## src/rtl/ysyx_22041071_axi_rd_master_pkg.sv

```systemverilog
// Shared encodings for the AXI4 read master: FSM states, burst/response codes, field widths.
package ysyx_22041071_axi_rd_master_pkg;

  typedef enum logic [1:0] {
    ST_IDLE = 2'd0,
    ST_ADDR = 2'd1,
    ST_DATA = 2'd2
  } rd_state_e;

  localparam int AXI_LEN_W  = 8;
  localparam int AXI_RESP_W = 2;
  localparam int CPU_SIZE_W = 2;
  localparam int AXI_SIZE_W = 3;

  localparam logic [1:0] AXI_BURST_INCR = 2'b01;

  localparam logic [AXI_RESP_W-1:0] AXI_RESP_OKAY   = 2'b00;
  localparam logic [AXI_RESP_W-1:0] AXI_RESP_SLVERR = 2'b10;
  localparam logic [AXI_RESP_W-1:0] AXI_RESP_DECERR = 2'b11;

  // A beat is malformed when RLAST disagrees with the beat count (early or
  // missing last) or when it carries a foreign ID.
  function automatic logic beat_err(input logic rlast, input logic last_cnt,
                                    input logic id_bad);
    return (rlast ^ last_cnt) | id_bad;
  endfunction

endpackage

```

## src/rtl/ysyx_22041071_rd_watchdog.sv

```systemverilog
// Stall watchdog for the AXI read master: counts idle cycles while a transaction is open.
// Only built when AXI_RD_TIMEOUT_EN is defined.
`ifdef AXI_RD_TIMEOUT_EN
module ysyx_22041071_rd_watchdog #(
  parameter int LIMIT = 256
) (
  input  logic clk,
  input  logic rst,
  input  logic en,
  input  logic clr,
  output logic expired
);

  localparam int CW = $clog2(LIMIT + 1);

  logic [CW-1:0] count_q;
  logic [CW-1:0] count_d;

  // Fires on the LIMIT-th consecutive cycle without a handshake.
  assign expired = en && !clr && (count_q == CW'(LIMIT - 1));

  always_comb begin
    count_d = count_q + 1'b1;
    if (!en || clr || expired) begin
      count_d = '0;
    end
  end

  always_ff @(posedge clk or posedge rst) begin
    if (rst) begin
      count_q <= '0;
    end else begin
      count_q <= count_d;
    end
  end

endmodule
`endif

```

## src/rtl/ysyx_22041071_axi_rd_master.sv

```systemverilog
// Single-outstanding AXI4 INCR read master behind the IF/MEM arbiter; one cpu_r pulse per beat.
// Optional stall watchdog enabled by defining AXI_RD_TIMEOUT_EN.
module ysyx_22041071_axi_rd_master
  import ysyx_22041071_axi_rd_master_pkg::*;
#(
  parameter int ADDR_W      = 64,
  parameter int DATA_W      = 64,
  parameter int ID_W        = 4,
  parameter int AXI_ID      = 0,
  parameter int TIMEOUT_CYC = 256
) (
  input  logic                  clk,
  input  logic                  rst,
  // Valid/ready: a transfer happens on any rising edge where both are high;
  // a valid source holds its payload stable until that edge.
  input  logic                  cpu_ar_valid,
  input  logic [ADDR_W-1:0]     cpu_ar_addr,
  input  logic [AXI_LEN_W-1:0]  cpu_ar_len,
  input  logic [CPU_SIZE_W-1:0] cpu_ar_size,
  output logic                  cpu_ar_ready,
  output logic                  cpu_r_valid,
  output logic [DATA_W-1:0]     cpu_r_data,
  output logic [ADDR_W-1:0]     cpu_r_addr,
  output logic [AXI_RESP_W-1:0] cpu_r_resp,
  output logic                  axi_ar_valid,
  input  logic                  axi_ar_ready,
  output logic [ADDR_W-1:0]     axi_ar_addr,
  output logic [ID_W-1:0]       axi_ar_id,
  output logic [AXI_LEN_W-1:0]  axi_ar_len,
  output logic [AXI_SIZE_W-1:0] axi_ar_size,
  output logic [1:0]            axi_ar_burst,
  input  logic                  axi_r_valid,
  output logic                  axi_r_ready,
  input  logic [DATA_W-1:0]     axi_r_data,
  input  logic [AXI_RESP_W-1:0] axi_r_resp,
  input  logic                  axi_r_last,
  input  logic [ID_W-1:0]       axi_r_id,
  output logic [1:0]            dbg_state
);

  rd_state_e                state_q, state_d;
  logic [ADDR_W-1:0]        addr_q, addr_d;
  logic [AXI_LEN_W-1:0]     len_q, len_d;
  logic [CPU_SIZE_W-1:0]    size_q, size_d;
  logic [AXI_LEN_W-1:0]     cnt_q, cnt_d;
  logic                     r_valid_q, r_valid_d;
  logic [DATA_W-1:0]        r_data_q, r_data_d;
  logic [ADDR_W-1:0]        r_addr_q, r_addr_d;
  logic [AXI_RESP_W-1:0]    r_resp_q, r_resp_d;

  logic              ar_fire;
  logic              r_fire;
  logic              last_cnt;
  logic              id_bad;
  logic [ADDR_W-1:0] beat_addr;

  assign ar_fire   = (state_q == ST_ADDR) && axi_ar_ready;
  assign r_fire    = (state_q == ST_DATA) && axi_r_valid;
  assign last_cnt  = (cnt_q == len_q);
  assign id_bad    = (axi_r_id != ID_W'(AXI_ID));
  assign beat_addr = addr_q + (ADDR_W'(cnt_q) << size_q);

`ifdef AXI_RD_TIMEOUT_EN
  logic wd_expired;

  ysyx_22041071_rd_watchdog #(
    .LIMIT(TIMEOUT_CYC)
  ) u_watchdog (
    .clk     (clk),
    .rst     (rst),
    .en      (state_q != ST_IDLE),
    .clr     (ar_fire || r_fire),
    .expired (wd_expired)
  );
`else
  logic unused_timeout;
  assign unused_timeout = (TIMEOUT_CYC != 0);
`endif

  always_comb begin
    state_d   = state_q;
    addr_d    = addr_q;
    len_d     = len_q;
    size_d    = size_q;
    cnt_d     = cnt_q;
    r_valid_d = 1'b0;
    r_data_d  = r_data_q;
    r_addr_d  = r_addr_q;
    r_resp_d  = r_resp_q;

    case (state_q)
      ST_IDLE: begin
        if (cpu_ar_valid && cpu_ar_ready) begin
          addr_d  = cpu_ar_addr;
          len_d   = cpu_ar_len;
          size_d  = cpu_ar_size;
          cnt_d   = '0;
          state_d = ST_ADDR;
        end
      end
      ST_ADDR: begin
        if (ar_fire) begin
          cnt_d   = '0;
          state_d = ST_DATA;
        end
      end
      ST_DATA: begin
        if (r_fire) begin
          r_valid_d = 1'b1;
          r_data_d  = axi_r_data;
          r_addr_d  = beat_addr;
          r_resp_d  = beat_err(axi_r_last, last_cnt, id_bad) ? AXI_RESP_SLVERR : axi_r_resp;
          cnt_d     = cnt_q + 1'b1;
          // Whichever of RLAST or the beat count arrives first ends the burst.
          if (axi_r_last || last_cnt) begin
            state_d = ST_IDLE;
          end
        end
      end
      default: state_d = ST_IDLE;
    endcase

`ifdef AXI_RD_TIMEOUT_EN
    if (wd_expired) begin
      r_valid_d = 1'b1;
      r_data_d  = '0;
      r_addr_d  = beat_addr;
      r_resp_d  = AXI_RESP_DECERR;
      state_d   = ST_IDLE;
    end
`endif
  end

  always_ff @(posedge clk or posedge rst) begin
    if (rst) begin
      state_q   <= ST_IDLE;
      addr_q    <= '0;
      len_q     <= '0;
      size_q    <= '0;
      cnt_q     <= '0;
      r_valid_q <= 1'b0;
      r_data_q  <= '0;
      r_addr_q  <= '0;
      r_resp_q  <= AXI_RESP_OKAY;
    end else begin
      state_q   <= state_d;
      addr_q    <= addr_d;
      len_q     <= len_d;
      size_q    <= size_d;
      cnt_q     <= cnt_d;
      r_valid_q <= r_valid_d;
      r_data_q  <= r_data_d;
      r_addr_q  <= r_addr_d;
      r_resp_q  <= r_resp_d;
    end
  end

  // Holding ready low during the final pulse keeps a new request out of that cycle.
  assign cpu_ar_ready = (state_q == ST_IDLE) && !r_valid_q;

  assign cpu_r_valid  = r_valid_q;
  assign cpu_r_data   = r_data_q;
  assign cpu_r_addr   = r_addr_q;
  assign cpu_r_resp   = r_resp_q;

  assign axi_ar_valid = (state_q == ST_ADDR);
  assign axi_ar_addr  = addr_q;
  assign axi_ar_id    = ID_W'(AXI_ID);
  assign axi_ar_len   = len_q;
  assign axi_ar_size  = {1'b0, size_q};
  assign axi_ar_burst = AXI_BURST_INCR;
  assign axi_r_ready  = (state_q == ST_DATA);

  assign dbg_state    = state_q;

endmodule

```

## config.mk

```make
export PLATFORM = sky130hd
export DESIGN_NAME = ysyx_22041071_axi_rd_master
export DESIGN_NICKNAME = d
export VERILOG_FILES = /design/src/rtl/ysyx_22041071_axi_rd_master_pkg.sv /design/src/rtl/ysyx_22041071_rd_watchdog.sv /design/src/rtl/ysyx_22041071_axi_rd_master.sv
export SDC_FILE = /design/constraint.sdc
export NUM_CORES = 1
export LEC_CHECK = 0
export BUFFER_PORTS_ARGS = -buffer_cell sky130_fd_sc_hd__buf_2
export CAP_MARGIN = 20
export CORE_ASPECT_RATIO = 0.75
export CORE_MARGIN = 1
export CORE_UTILIZATION = 54
export CTS_CLUSTER_DIAMETER = 200
export DETAILED_ROUTE_END_ITERATION = 7
export PLACE_DENSITY_LB_ADDON = 0.3
export SYNTH_ARGS = -nofsm -noshare
export SYNTH_HDL_FRONTEND = slang
export SYNTH_HIERARCHICAL = 1
export SYNTH_SLANG_ARGS = --single-unit
```

## constraint.sdc

```tcl
create_clock -name clk -period 20.7 [get_ports clk]
set_input_delay 2.07 -clock clk [delete_from_list [all_inputs] [get_ports clk]]
set_output_delay 2.07 -clock clk [all_outputs]
set_load 0.01 [all_outputs]
```

==> results of run 1 <==
## power breakdown
part	total, W	internal [W]	switching [W]
registers	0.000802	0.000611	0.000190
logic	0.000781	0.000348	0.000433
clock network	0.000409	0.000249	0.000160
## per-layer routing
layer | up-vias | track usage | share of wire
li1 | 4198 | - | -
met1 | 4288 | 0.3959 | 0.44
met2 | 339 | 0.4604 | 0.48
met3 | 50 | 0.05024 | 0.062
met4 | 0 | 0.06486 | 0.022
met5 | - | 0 | 0
## how the worst max path moves through the flow
stage                               start                          to  slack [ps]  cells after the start
floorplan                             rst  axi_ar_addr[0]$_DFFE_PP0P_       12750                      1
global placement              axi_r_valid  cpu_r_addr[45]$_DFFE_PP0P_       16300                      7
detailed placement            axi_r_valid  cpu_r_addr[45]$_DFFE_PP0P_       16290                      7
CTS                 size_q[1]$_DFFE_PP0P_  cpu_r_addr[59]$_DFFE_PP0P_       16700                     10
global route        size_q[1]$_DFFE_PP0P_  cpu_r_addr[59]$_DFFE_PP0P_       16380                     10
finish              size_q[1]$_DFFE_PP0P_  cpu_r_addr[53]$_DFFE_PP0P_       16640                     10
## kinds of logic after synthesis
| family | after synthesis | share of synthesized area |
|---|---|---|
| compound gates | 158 | 0.1010 |
| other cells | 2 | 0.0007304 |
| buf+inv | 88 | 0.03577 |
| simple gates | 423 | 0.1774 |
| mux | 83 | 0.09236 |
| flops | 215 | 0.5232 |
| fa+ha+maj | 18 | 0.02263 |
| xor+xnor | 55 | 0.04685 |
## flip-flops by register name, indices dropped and copies added (netlist names)
register / flops
axi_ar_addr: 64
axi_ar_len: 8
cnt_q: 8
cpu_r_addr: 64
cpu_r_data: 64
cpu_r_resp: 2
cpu_r_valid: 1
dbg_state: 2
size_q: 2
## metrics by stage
stage / cell area (um2) / util / hold WS [ps] / setup WS, ps
3_3_place_gp: 12170 / 0.6558 / 447.3 / 16300
2_1_floorplan: 10300 / - / 507.0 / 12750
5_1_grt: 12990 / 0.7000 / 480.1 / 16380
4_1_cts: 12930 / 0.6968 / 471.6 / 16700
3_5_place_dp: 12170 / 0.6558 / 457.1 / 16290
6_report: 13000 / 0.7002 / 467.6 / 16640
## cell type report
class / instances / area, um2
multi-input cells: 744 / 4589
clock inverters: 7 / 87.58
repair buffers: 365 / 1879
well taps: 247 / 309.0
inverters: 18 / 75.07
flip-flops and latches: 215 / 5380
diodes: 1 / 2.502
fillers: 1486 / 5565
clock buffers: 33 / 673.1
## cells in the final DEF, fill, tap and decap left out, types with 22 or more instances in the layout
master	netlist	routed
sky130_fd_sc_hd__dfrtp_1	215	215
sky130_fd_sc_hd__clkbuf_16	0	23
sky130_fd_sc_hd__xnor2_1	30	30
sky130_fd_sc_hd__nand3_1	27	27
sky130_fd_sc_hd__buf_2	3	359
sky130_fd_sc_hd__mux2_2	75	75
sky130_fd_sc_hd__a21oi_1	22	22
sky130_fd_sc_hd__nor2_1	24	24
sky130_fd_sc_hd__o21ai_0	42	42
sky130_fd_sc_hd__xor2_1	25	25
sky130_fd_sc_hd__nand2_1	308	306
## worst reg2reg max path: cells and delay by family (launching register included)
kind | cells | cell delay (ps)
compound gates | 6 | 2230
fa+ha+maj | 1 | 400
flops | 1 | 700
mux | 1 | 420
simple gates | 2 | 180
==> flow_metrics.env, run 1 <==
export IMPL_timing_critical_path_slowest_cell_delay_ps=1000
export IMPL_final_nets=1534
export IMPL_rr_worst_depth=10
export IMPL_cts_post_setup_buffers_inserted=0
export IMPL_post_synth_top_count_cell="sky130_fd_sc_hd__nand2_1"
export IMPL_hold_path_end="cpu_r_data[26]$_DFFE_PP0P_"
export IMPL_syn_cell_area_mm2=0.01028
export IMPL_rr_endpoint="cpu_r_addr[53]$_DFFE_PP0P_"
export IMPL_drt_iter0_markers=741
export IMPL_fin_crit_ps=4065
export IMPL_top_level_ports=367
export IMPL_die_area_mm2=0.01960
export IMPL_worst_min_delay_path_startpoint="cpu_r_data[26]$_DFFE_PP0P_"
export IMPL_postCtsResizedCells=0
export IMPL_tritoncts_num_buffers=22
export IMPL_cp_start_kind="flip-flop"
export IMPL_rows=43
export IMPL_tritoncts="yes"
export IMPL_estimated_wirelength_of_the_detail_placed_design_um=19820
export IMPL_vias_per_cell=5.445
export IMPL_grt_antenna_before_repair=1
export IMPL_route_detailed_wl_per_inst_um=17.22
export IMPL_cts_path_max_buffers=3
export IMPL_layout_worst_path_cycle_share=0.1964
export IMPL_fin_setup_tns_ps=0
export IMPL_floorplan_initialDensity=0.5540
export IMPL_clock_sinks=215
export IMPL_critical_path_cell_chain="mux2_2 > nand2_1 > o21ai_0 > ha_1 > a21oi_1 > o21ai_0 > a311oi_4 > a21o_1 > nor3_1 > a221o_1"
export IMPL_synth_lib_cells_used_distinct=61
export IMPL_globalRouteTotalUtil=0.2825
export IMPL_worstMarginPinSlew_ps=1084
export IMPL_post_layout_total_power_w=0.001992
export IMPL_drtAntennaViolNets=0
export IMPL_yosysTopAreaCellShare=0.5232
export IMPL_crit_slowest_cell="sky130_fd_sc_hd__a311oi_4"
export IMPL_syn_area_per_cell_um2=9.868
export IMPL_synthTopCellsByArea="sky130_fd_sc_hd__dfrtp_1 (52%), sky130_fd_sc_hd__nand2_1 (11%), sky130_fd_sc_hd__mux2_2 (8.2%)"
export IMPL_number_of_cells_produced_by_synthesis=1042
export IMPL_setup_worst_path_end_class="flip-flop"
export IMPL_area_growth_syn_to_layout_pct=26.39
export IMPL_core_region_area_mm2=0.01856
export IMPL_fin_cells=1630
export IMPL_clk_insertion_delay_late_ps=500
export IMPL_path_class="reg2reg"
export IMPL_power_per_cell_area_mw_per_mm2=153.3
export IMPL_cts_root_buffer="sky130_fd_sc_hd__clkbuf_16"
export IMPL_setup_reg_to_reg_worst_slack_ps=16640
export IMPL_fin_max_slew_vios=0
export IMPL_slew_limit_headroom=0.2775
export IMPL_num_vias=8875
export IMPL_setup_viol=0
export IMPL_cp_num_buf_inv=0
export IMPL_synth_edff_count=0
export IMPL_detailedRoute_firstPassIterationCount=7
export IMPL_worstHoldPathType="reg2reg"
export IMPL_die_width_um=161.3
export IMPL_setup_repair_after_global_routing_missed_its_margin="false"
export IMPL_pin_count_of_the_biggest_net_entering_global_routing=130
export IMPL_critical_path_most_common_cell="sky130_fd_sc_hd__o21ai_0"
export IMPL_grt_first_pass_wirelength_um=44070
export IMPL_power_ir_vdd_worst_mv=0.08216
export IMPL_synth_top_cell_by_area="sky130_fd_sc_hd__dfrtp_1"
export IMPL_synthesis_yosys_warnings=6
export IMPL_power_leakage_nw=6.513
export IMPL_hold_violations=0
export IMPL_drc=0
export IMPL_yosys_register_bits=215
export IMPL_placement_io_buffers=359
export IMPL_critical_path_top_delay_family="compound AO/OA/AOI/OAI gates"
export IMPL_dieHeight_um=121.5
export IMPL_worstPathArrival_ps=4440
export IMPL_synth_async_reset_ratio=1.000
export IMPL_finalWirelength_um=28070
export IMPL_post_route_cells_drive_above_1_share=0.3589
export IMPL_critical_path_reg2reg_startpoint="size_q[1]$_DFFE_PP0P_"
export IMPL_outcome="complete, no violations"
export IMPL_cap_viol_max_count=0
export IMPL_fin_skew_ps=7.599
export IMPL_timing_fmax_mhz=246.0
export IMPL_worst_path_max_fanout=19
export IMPL_worst_setup_hold_path_clk_slew_ps=60
export IMPL_global_route_overflow_total=0
export IMPL_timing_critical_path_required_ps=21080
export IMPL_ys_flop_type="sky130_fd_sc_hd__dfrtp_1"
export IMPL_worst_hold_path_num_cells=2
export IMPL_synth_commonest_cells="sky130_fd_sc_hd__nand2_1 (308), sky130_fd_sc_hd__dfrtp_1 (215), sky130_fd_sc_hd__mux2_2 (75), sky130_fd_sc_hd__clkbuf_1 (48), sky130_fd_sc_hd__o21ai_0 (42)"
export IMPL_gp_congestion=0.8036
export IMPL_dpl_cell_count=1586
export IMPL_first_global_vias=8258
export IMPL_htree_levels=1
export IMPL_yosysSeqAreaShare=0.5232
export IMPL_holdBufCountCts=0
No activity file was read; power rests on OpenSTA's default activity.
==> inputs of run 2 (changes only) <==
ABC_AREA = 1   (was default)
CORE_UTILIZATION = 51   (was 54)
clock period = 3.9 ns   (was 20.7 ns; I/O delays follow)
==> run 2 against run 1 <==
Core utilization is 4.0 points lower. Final cell count rose by 31%. Combinational power rose to 6.4 times the previous value. Clock power rose to 5.8 times the previous value. Clock-buffer cell count decreased by 6. Critical path type unchanged. Register-to-register slack worse by 16000 ps. Die area increased by 15%. Worst hold slack got worse by 400 ps. Clock skew up 4.3 ps. Non-clock buffer count up 3. Total power grew to 5.9 times the previous value. Synthesized area is 9.1% higher.
==> flow_metrics.env, run 2 <==
export IMPL_setup_reg_to_reg_worst_slack_ps=910
export IMPL_grt_antenna_before_repair=1
export IMPL_rows=46
export IMPL_synth_async_reset_ratio=1.000
export IMPL_post_route_cells_drive_above_1_share=0.2455
export IMPL_worstMarginPinSlew_ps=898.1
export IMPL_timing_critical_path_required_ps=4310
export IMPL_total_switching_power_w=0.005238
export IMPL_post_layout_total_power_w=0.01176
export IMPL_worstHoldPathType="in2reg"
export IMPL_dieHeight_um=130.5
export IMPL_synthesis_yosys_warnings=6
export IMPL_synth_top_cell_by_area="sky130_fd_sc_hd__dfrtp_1"
export IMPL_outcome="complete, no violations"
export IMPL_die_area_mm2=0.02260
export IMPL_final_nets=2004
export IMPL_hold_violations=0
export IMPL_clk_insertion_delay_late_ps=520
export IMPL_path_class="reg2reg"
export IMPL_clock_sinks=215
export IMPL_power_share_clock=0.202
export IMPL_synth_edff_count=0
export IMPL_floorplan_initialDensity=0.5254
export IMPL_power_per_cell_area_mw_per_mm2=834.7
export IMPL_pin_count_of_the_biggest_net_entering_global_routing=102
export IMPL_die_width_um=173.3
export IMPL_syn_cell_area_mm2=0.01122
export IMPL_placement_io_buffers=359
export IMPL_drtAntennaViolNets=0
export IMPL_power_ir_vdd_worst_mv=0.5467
export IMPL_yosysSeqAreaShare=0.4795
export IMPL_most_common_layout_cells="sky130_fd_sc_hd__nand2_1 (566), sky130_fd_sc_hd__buf_2 (359), sky130_fd_sc_hd__dfrtp_1 (215)"
export IMPL_timing_fmax_mhz=334.7
export IMPL_area_growth_syn_to_layout_pct=25.62
export IMPL_placed_area_mm2=0.01326
export IMPL_tritoncts_num_buffers=23
export IMPL_cell_internal_power_dissipation_w=0.006526
export IMPL_core_region_area_mm2=0.02135
export IMPL_holdBufCountCts=1
export IMPL_cp_start_kind="flip-flop"
export IMPL_fin_skew_ps=11.90
export IMPL_synth_commonest_cells="sky130_fd_sc_hd__nand2_1 (567), sky130_fd_sc_hd__dfrtp_1 (215), sky130_fd_sc_hd__inv_1 (150), sky130_fd_sc_hd__nor2_1 (144), sky130_fd_sc_hd__nand3_1 (114)"
export IMPL_worstPathArrival_ps=3390
export IMPL_cts_root_buffer="sky130_fd_sc_hd__clkbuf_16"
export IMPL_cap_viol_max_count=0
export IMPL_slew_limit_headroom=0.3967
export IMPL_first_global_vias=10140
export IMPL_power_leakage_nw=7.887
export IMPL_mostFrequentLayoutCell="sky130_fd_sc_hd__nand2_1"
export IMPL_top_level_ports=367
export IMPL_fin_max_slew_vios=0
export IMPL_number_of_cells_produced_by_synthesis=1493
export IMPL_setup_repair_after_global_routing_missed_its_margin="false"
export IMPL_gp_congestion=0.9488
export IMPL_drc=0
export IMPL_vias_per_cell=5.276
export IMPL_postCtsResizedCells=0
export IMPL_yosys_register_bits=215
export IMPL_cts_path_max_buffers=3
export IMPL_detailedRoute_firstPassIterationCount=5
export IMPL_num_vias=11300
export IMPL_fin_crit_ps=2988
export IMPL_syn_area_per_cell_um2=7.515
export IMPL_grt_first_pass_wirelength_um=58470
export IMPL_estimated_wirelength_of_the_detail_placed_design_um=29910
export IMPL_layout_worst_path_cycle_share=0.7661
export IMPL_global_route_overflow_total=0
export IMPL_fin_setup_tns_ps=0
export IMPL_netSwitchingFraction=0.4453
export IMPL_route_detailed_wl_per_inst_um=18.20
export IMPL_worst_path_max_fanout=17
export IMPL_drt_iter0_markers=1021
export IMPL_post_synth_top_count_cell="sky130_fd_sc_hd__nand2_1"
export IMPL_ys_flop_type="sky130_fd_sc_hd__dfrtp_1"
export IMPL_htree_levels=1
export IMPL_globalRouteTotalUtil=0.3381
export IMPL_tritoncts="yes"
export IMPL_worst_setup_hold_path_clk_slew_ps=70
export IMPL_setup_worst_path_end_class="flip-flop"
export IMPL_synthTopCellsByArea="sky130_fd_sc_hd__dfrtp_1 (48%), sky130_fd_sc_hd__nand2_1 (19%), sky130_fd_sc_hd__nand3_1 (5.1%)"
export IMPL_cts_post_setup_buffers_inserted=0
export IMPL_setup_viol=0
export IMPL_synth_lib_cells_used_distinct=36
export IMPL_p_seq_frac=0.370
export IMPL_power_share_combinational=0.428
export IMPL_yosysTopAreaCellShare=0.4795
export IMPL_finalInstanceArea_mm2=0.01409
export IMPL_finalWirelength_um=38970
## run 2: layout make-up
cell class,count,area [um2]
clock inverters,15,202.7
fillers,1914,7259
clock buffers,27,620.6
flip-flops and latches,215,5380
repair buffers,368,1904
inverters,155,590.6
multi-input cells,1073,5032
diodes,1,2.502
well taps,288,360.3
## run 2: power groups by stage
stage | logic (W) | registers [W] | clock network, W
after detailed placement | 0.00499 | 0.00433 | 0
after global placement | 0.00491 | 0.00432 | 0
final | 0.00503 | 0.00436 | 0.00237
after floorplan | 0.00259 | 0.00446 | 0
after global routing | 0.00557 | 0.00445 | 0.00247
after CTS | 0.00503 | 0.00431 | 0.00239
## run 2: worst paths after layout
| kind | from | endpoint | cells after the start |
|---|---|---|---|
| max in group asynchronous | rst | cnt_q[1]$_DFFE_PP0P_ | 4 |
| min | axi_r_data[23] | cpu_r_data[23]$_DFFE_PP0P_ | 3 |
| min in group asynchronous | rst | cpu_r_data[23]$_DFFE_PP0P_ | 3 |
| max | size_q[0]$_DFFE_PP0P_ | cpu_r_addr[50]$_DFFE_PP0P_ | 14 |
| min reg2reg | cpu_r_data[4]$_DFFE_PP0P_ | cpu_r_data[4]$_DFFE_PP0P_ | 2 |
| max reg2reg | size_q[0]$_DFFE_PP0P_ | cpu_r_addr[50]$_DFFE_PP0P_ | 14 |
## run 2: logic make-up (layout without fill, tap and decap cells)
| group | Yosys count | in the layout | share of synthesized area |
|---|---|---|---|
| other cells | 2 | 8 | 0.0006694 |
| compound gates | 100 | 100 | 0.04717 |
| buf+inv | 210 | 565 | 0.07472 |
| simple gates | 891 | 891 | 0.3265 |
| mux | 30 | 30 | 0.02955 |
| fa+ha+maj | 18 | 18 | 0.02074 |
| flops | 215 | 215 | 0.4795 |
| xor+xnor | 27 | 27 | 0.02108 |
## run 2: routing by layer
metal,share of wire,vias to the layer above,GRT usage,wire length (um)
met3,0.10,57,0.09433,4092
met5,0,-,0,0
met1,0.45,5273,0.4978,17650
met2,0.42,565,0.4869,16290
met4,0.024,0,0.09422,940
li1,-,5407,-,-
## run 2: stage by stage
stage | hold WS, ps | worst slack [ps] | cells | util
after floorplan | 499.6 | 711.9 | 1498 | -
after global placement | 418.2 | 1029 | 2098 | 0.6209
after detailed placement | 425.1 | 961.9 | 2098 | 0.6209
after CTS | 52.83 | 955.2 | 2141 | 0.6599
after global routing | 67.60 | 697.1 | 2142 | 0.6600
final | 63.08 | 912.3 | 2142 | 0.6600
## run 2: worst max-delay path, cell delays in order (launching register included)
cell and delay, ps:
sky130_fd_sc_hd__dfrtp_1 640, sky130_fd_sc_hd__mux2i_1 270, sky130_fd_sc_hd__o21ai_0 100, sky130_fd_sc_hd__ha_1 410, sky130_fd_sc_hd__nand2_1 170, sky130_fd_sc_hd__inv_1 80, sky130_fd_sc_hd__nand2_1 50, sky130_fd_sc_hd__nand2_1 120
sky130_fd_sc_hd__inv_1 60, sky130_fd_sc_hd__nand3_1 220, sky130_fd_sc_hd__nand2_1 150, sky130_fd_sc_hd__nand2_1 270, sky130_fd_sc_hd__nand3_1 110, sky130_fd_sc_hd__nand3_1 150, sky130_fd_sc_hd__nand2_1 70
==> inputs of run 3 (changes only) <==
CORE_UTILIZATION = 46   (was 51)
clock period = 2.6 ns   (was 3.9 ns; I/O delays follow)
==> run 3 against run 2 <==
Sequential power rose by 49%. Global-route usage is 0.42 points lower. Design area increased by 14%. Worst hold slack got worse by 52 ps. Critical endpoint is now cpu_r_addr[24]$_DFFE_PP0P_. Final cell count grew 10%. Clock skew up 8.2 ps. Largest power group unchanged. Fmax is 19% higher.
==> flow_metrics.env, run 3 (synthesis gave the netlist of run 2 again) <==
export IMPL_fin_cells=2366
export IMPL_globalRouteTotalUtil=0.3339
export IMPL_fin_max_slew_vios=0
export IMPL_setup_repair_after_global_routing_missed_its_margin="true"
export IMPL_fillers=2010
export IMPL_worstPathArrival_ps=2970
export IMPL_wl_met1_um=19300
export IMPL_power_leakage_nw=8.711
export IMPL_finalWirelength_um=42930
export IMPL_crit_slowest_cell="sky130_fd_sc_hd__dfrtp_2"
export IMPL_num_vias=12120
export IMPL_cap_viol_max_count=0
export IMPL_rows=49
export IMPL_fin_crit_ps=2513
export IMPL_setup_viol=0
export IMPL_p_seq_frac=0.353
export IMPL_total_switching_power_w=0.008155
export IMPL_area_growth_syn_to_layout_pct=43.12
export IMPL_final_core_utilization=0.6699
export IMPL_post_route_cells_drive_above_1_share=0.2778
export IMPL_seqCellArea_mm2=0.005381
export IMPL_cell_internal_power_dissipation_w=0.01022
export IMPL_grt_antenna_before_repair=1
export IMPL_cp_start_kind="flip-flop"
export IMPL_dieHeight_um=137.3
export IMPL_timing_critical_path_required_ps=3060
export IMPL_worst_min_delay_path_startpoint="cpu_ar_addr[59]"
export IMPL_detailedRoute_firstPassIterationCount=5
export IMPL_grt_first_pass_wirelength_um=64030
export IMPL_placement_io_buffers=359
export IMPL_cts_root_buffer="sky130_fd_sc_hd__clkbuf_16"
export IMPL_timing_fmax_mhz=397.9
export IMPL_die_area_mm2=0.02503
export IMPL_drt_iter0_markers=1101
export IMPL_fin_skew_ps=20.10
export IMPL_multiInputGateArea_mm2=0.005238
export IMPL_slew_limit_headroom=0.5707
export IMPL_post_place_ws_ps=-145.0
export IMPL_highest_layer="met4"
export IMPL_power_ir_vdd_worst_mv=0.8387
export IMPL_drc=0
export IMPL_final_nets=2186
export IMPL_setup_worst_path_end_class="flip-flop"
export IMPL_gp_congestion=0.9724
export IMPL_floorplan_initialDensity=0.4680
export IMPL_hold_violations=0
export IMPL_layout_worst_path_cycle_share=0.9666
export IMPL_dpl_cell_count=2193
export IMPL_power_per_cell_area_mw_per_mm2=1144
export IMPL_power_share_clock=0.185
export IMPL_critical_path_most_common_cell="sky130_fd_sc_hd__nand2_1"
export IMPL_route_met3_wl_um=4216
export IMPL_timing_critical_path_slowest_cell_delay_ps=420
export IMPL_mostFrequentLayoutCell="sky130_fd_sc_hd__nand2_1"
export IMPL_critical_path_cell_chain="buf_6 > mux2i_2 > o21ai_1 > ha_2 > nand2_2 > nor2_2 > nand2_1 > nor2_2 > nand2_1 > nand2_2 > xor2_1 > nand2_1 > nand2_1"
export IMPL_met2WireLength_um=18320
export IMPL_worst_setup_hold_path_clk_slew_ps=60
export IMPL_netSwitchingFraction=0.4438
export IMPL_tritoncts_num_buffers=23
export IMPL_cts_path_max_buffers=3
export IMPL_worst_path_max_fanout=6
export IMPL_estimated_wirelength_of_the_detail_placed_design_um=31230
export IMPL_path_class="reg2reg"
export IMPL_top_level_ports=367
export IMPL_drtAntennaViolNets=0
export IMPL_outcome="complete, no violations"
export IMPL_setup_worst_path_start="size_q[0]$_DFFE_PP0P_"
export IMPL_vias_per_cell=5.120
export IMPL_htree_levels=1
export IMPL_clock_sinks=215
export IMPL_tritoncts="yes"
export IMPL_core_region_area_mm2=0.02397
export IMPL_die_width_um=182.3
export IMPL_worstHoldPathType="in2reg"
export IMPL_global_route_overflow_total=0
export IMPL_most_common_layout_cells="sky130_fd_sc_hd__nand2_1 (543), sky130_fd_sc_hd__buf_2 (360), sky130_fd_sc_hd__dfrtp_1 (214)"
export IMPL_critical_path_reg2reg_startpoint="size_q[0]$_DFFE_PP0P_"
export IMPL_route_detailed_wl_per_inst_um=18.14
export IMPL_fin_ws_ps=86.88
export IMPL_power_share_combinational=0.462
export IMPL_clk_insertion_delay_late_ps=520
export IMPL_worstMarginPinSlew_ps=639.0
export IMPL_pin_count_of_the_biggest_net_entering_global_routing=73
export IMPL_first_global_vias=11260
-- run 3: worst paths after layout --
check	depth (start not counted)	slack (ps)	to
max	13	90	cpu_r_addr[24]$_DFFE_PP0P_
min	3	10	axi_ar_addr[59]$_DFFE_PP0P_
max reg2reg	13	90	cpu_r_addr[24]$_DFFE_PP0P_
min reg2reg	2	470	cpu_r_data[7]$_DFFE_PP0P_
max in group asynchronous	4	1430	size_q[0]$_DFFE_PP0P_
min in group asynchronous	3	370	cpu_r_data[20]$_DFFE_PP0P_
-- run 3: power by group through the flow --
stage                     combinational (W)  sequential, W  clock (W)
after floorplan                     0.00389        0.00669          0
after global placement              0.00786        0.00641          0
after detailed placement            0.00797        0.00644          0
after CTS                           0.00820        0.00640    0.00345
after global routing                0.00933        0.00666    0.00357
final                               0.00849        0.00649    0.00339
-- run 3: per-stage QoR --
| step | setup TNS [ps] | total power [W] | hold WS (ps) | cell area (um2) |
|---|---|---|---|---|
| floorplan | -98500 | 0.01058 | 369.6 | 11240 |
| global placement | -699.8 | 0.01427 | 342.7 | 13780 |
| detailed placement | -1626 | 0.01441 | 336.6 | 13780 |
| CTS | -46.94 | 0.01805 | 0.9003 | 15840 |
| global route | -187.1 | 0.01956 | 2.581 | 16060 |
| finish | 0 | 0.01838 | 11.13 | 16060 |
-- run 3: timing repair --
action	4_1_cts	5_1_grt
setup buffers	2	3
pin swaps	1	17
resized for setup	8	61
gates cloned	0	2
hold buffers	124	0
endpoints found under the setup margin	30	54
hold endpoints to repair	139	0
-- run 3: cell type report --
type,count,area share
clock buffers,31,0.04145
multi-input cells,1074,0.3262
well taps,331,0.02579
inverters,155,0.03678
flip-flops and latches,215,0.3351
repair buffers,549,0.2271
clock inverters,10,0.007402
diodes,1,0.0001558
-- run 3: worst max-delay path, delay by kind of cell (launching register included) --
family          cells  cell delay [ps]
fa+ha+maj           1              420
xor+xnor            1              170
mux                 1              240
simple gates        8              950
buf+inv             1              150
flops               1              420
compound gates      1               90
-- run 3: layer usage --
layer	up-vias	track usage
li1	5747	-
met1	5674	0.4897
met2	616	0.4934
met3	78	0.08168
met4	0	0.08497
met5	-	0
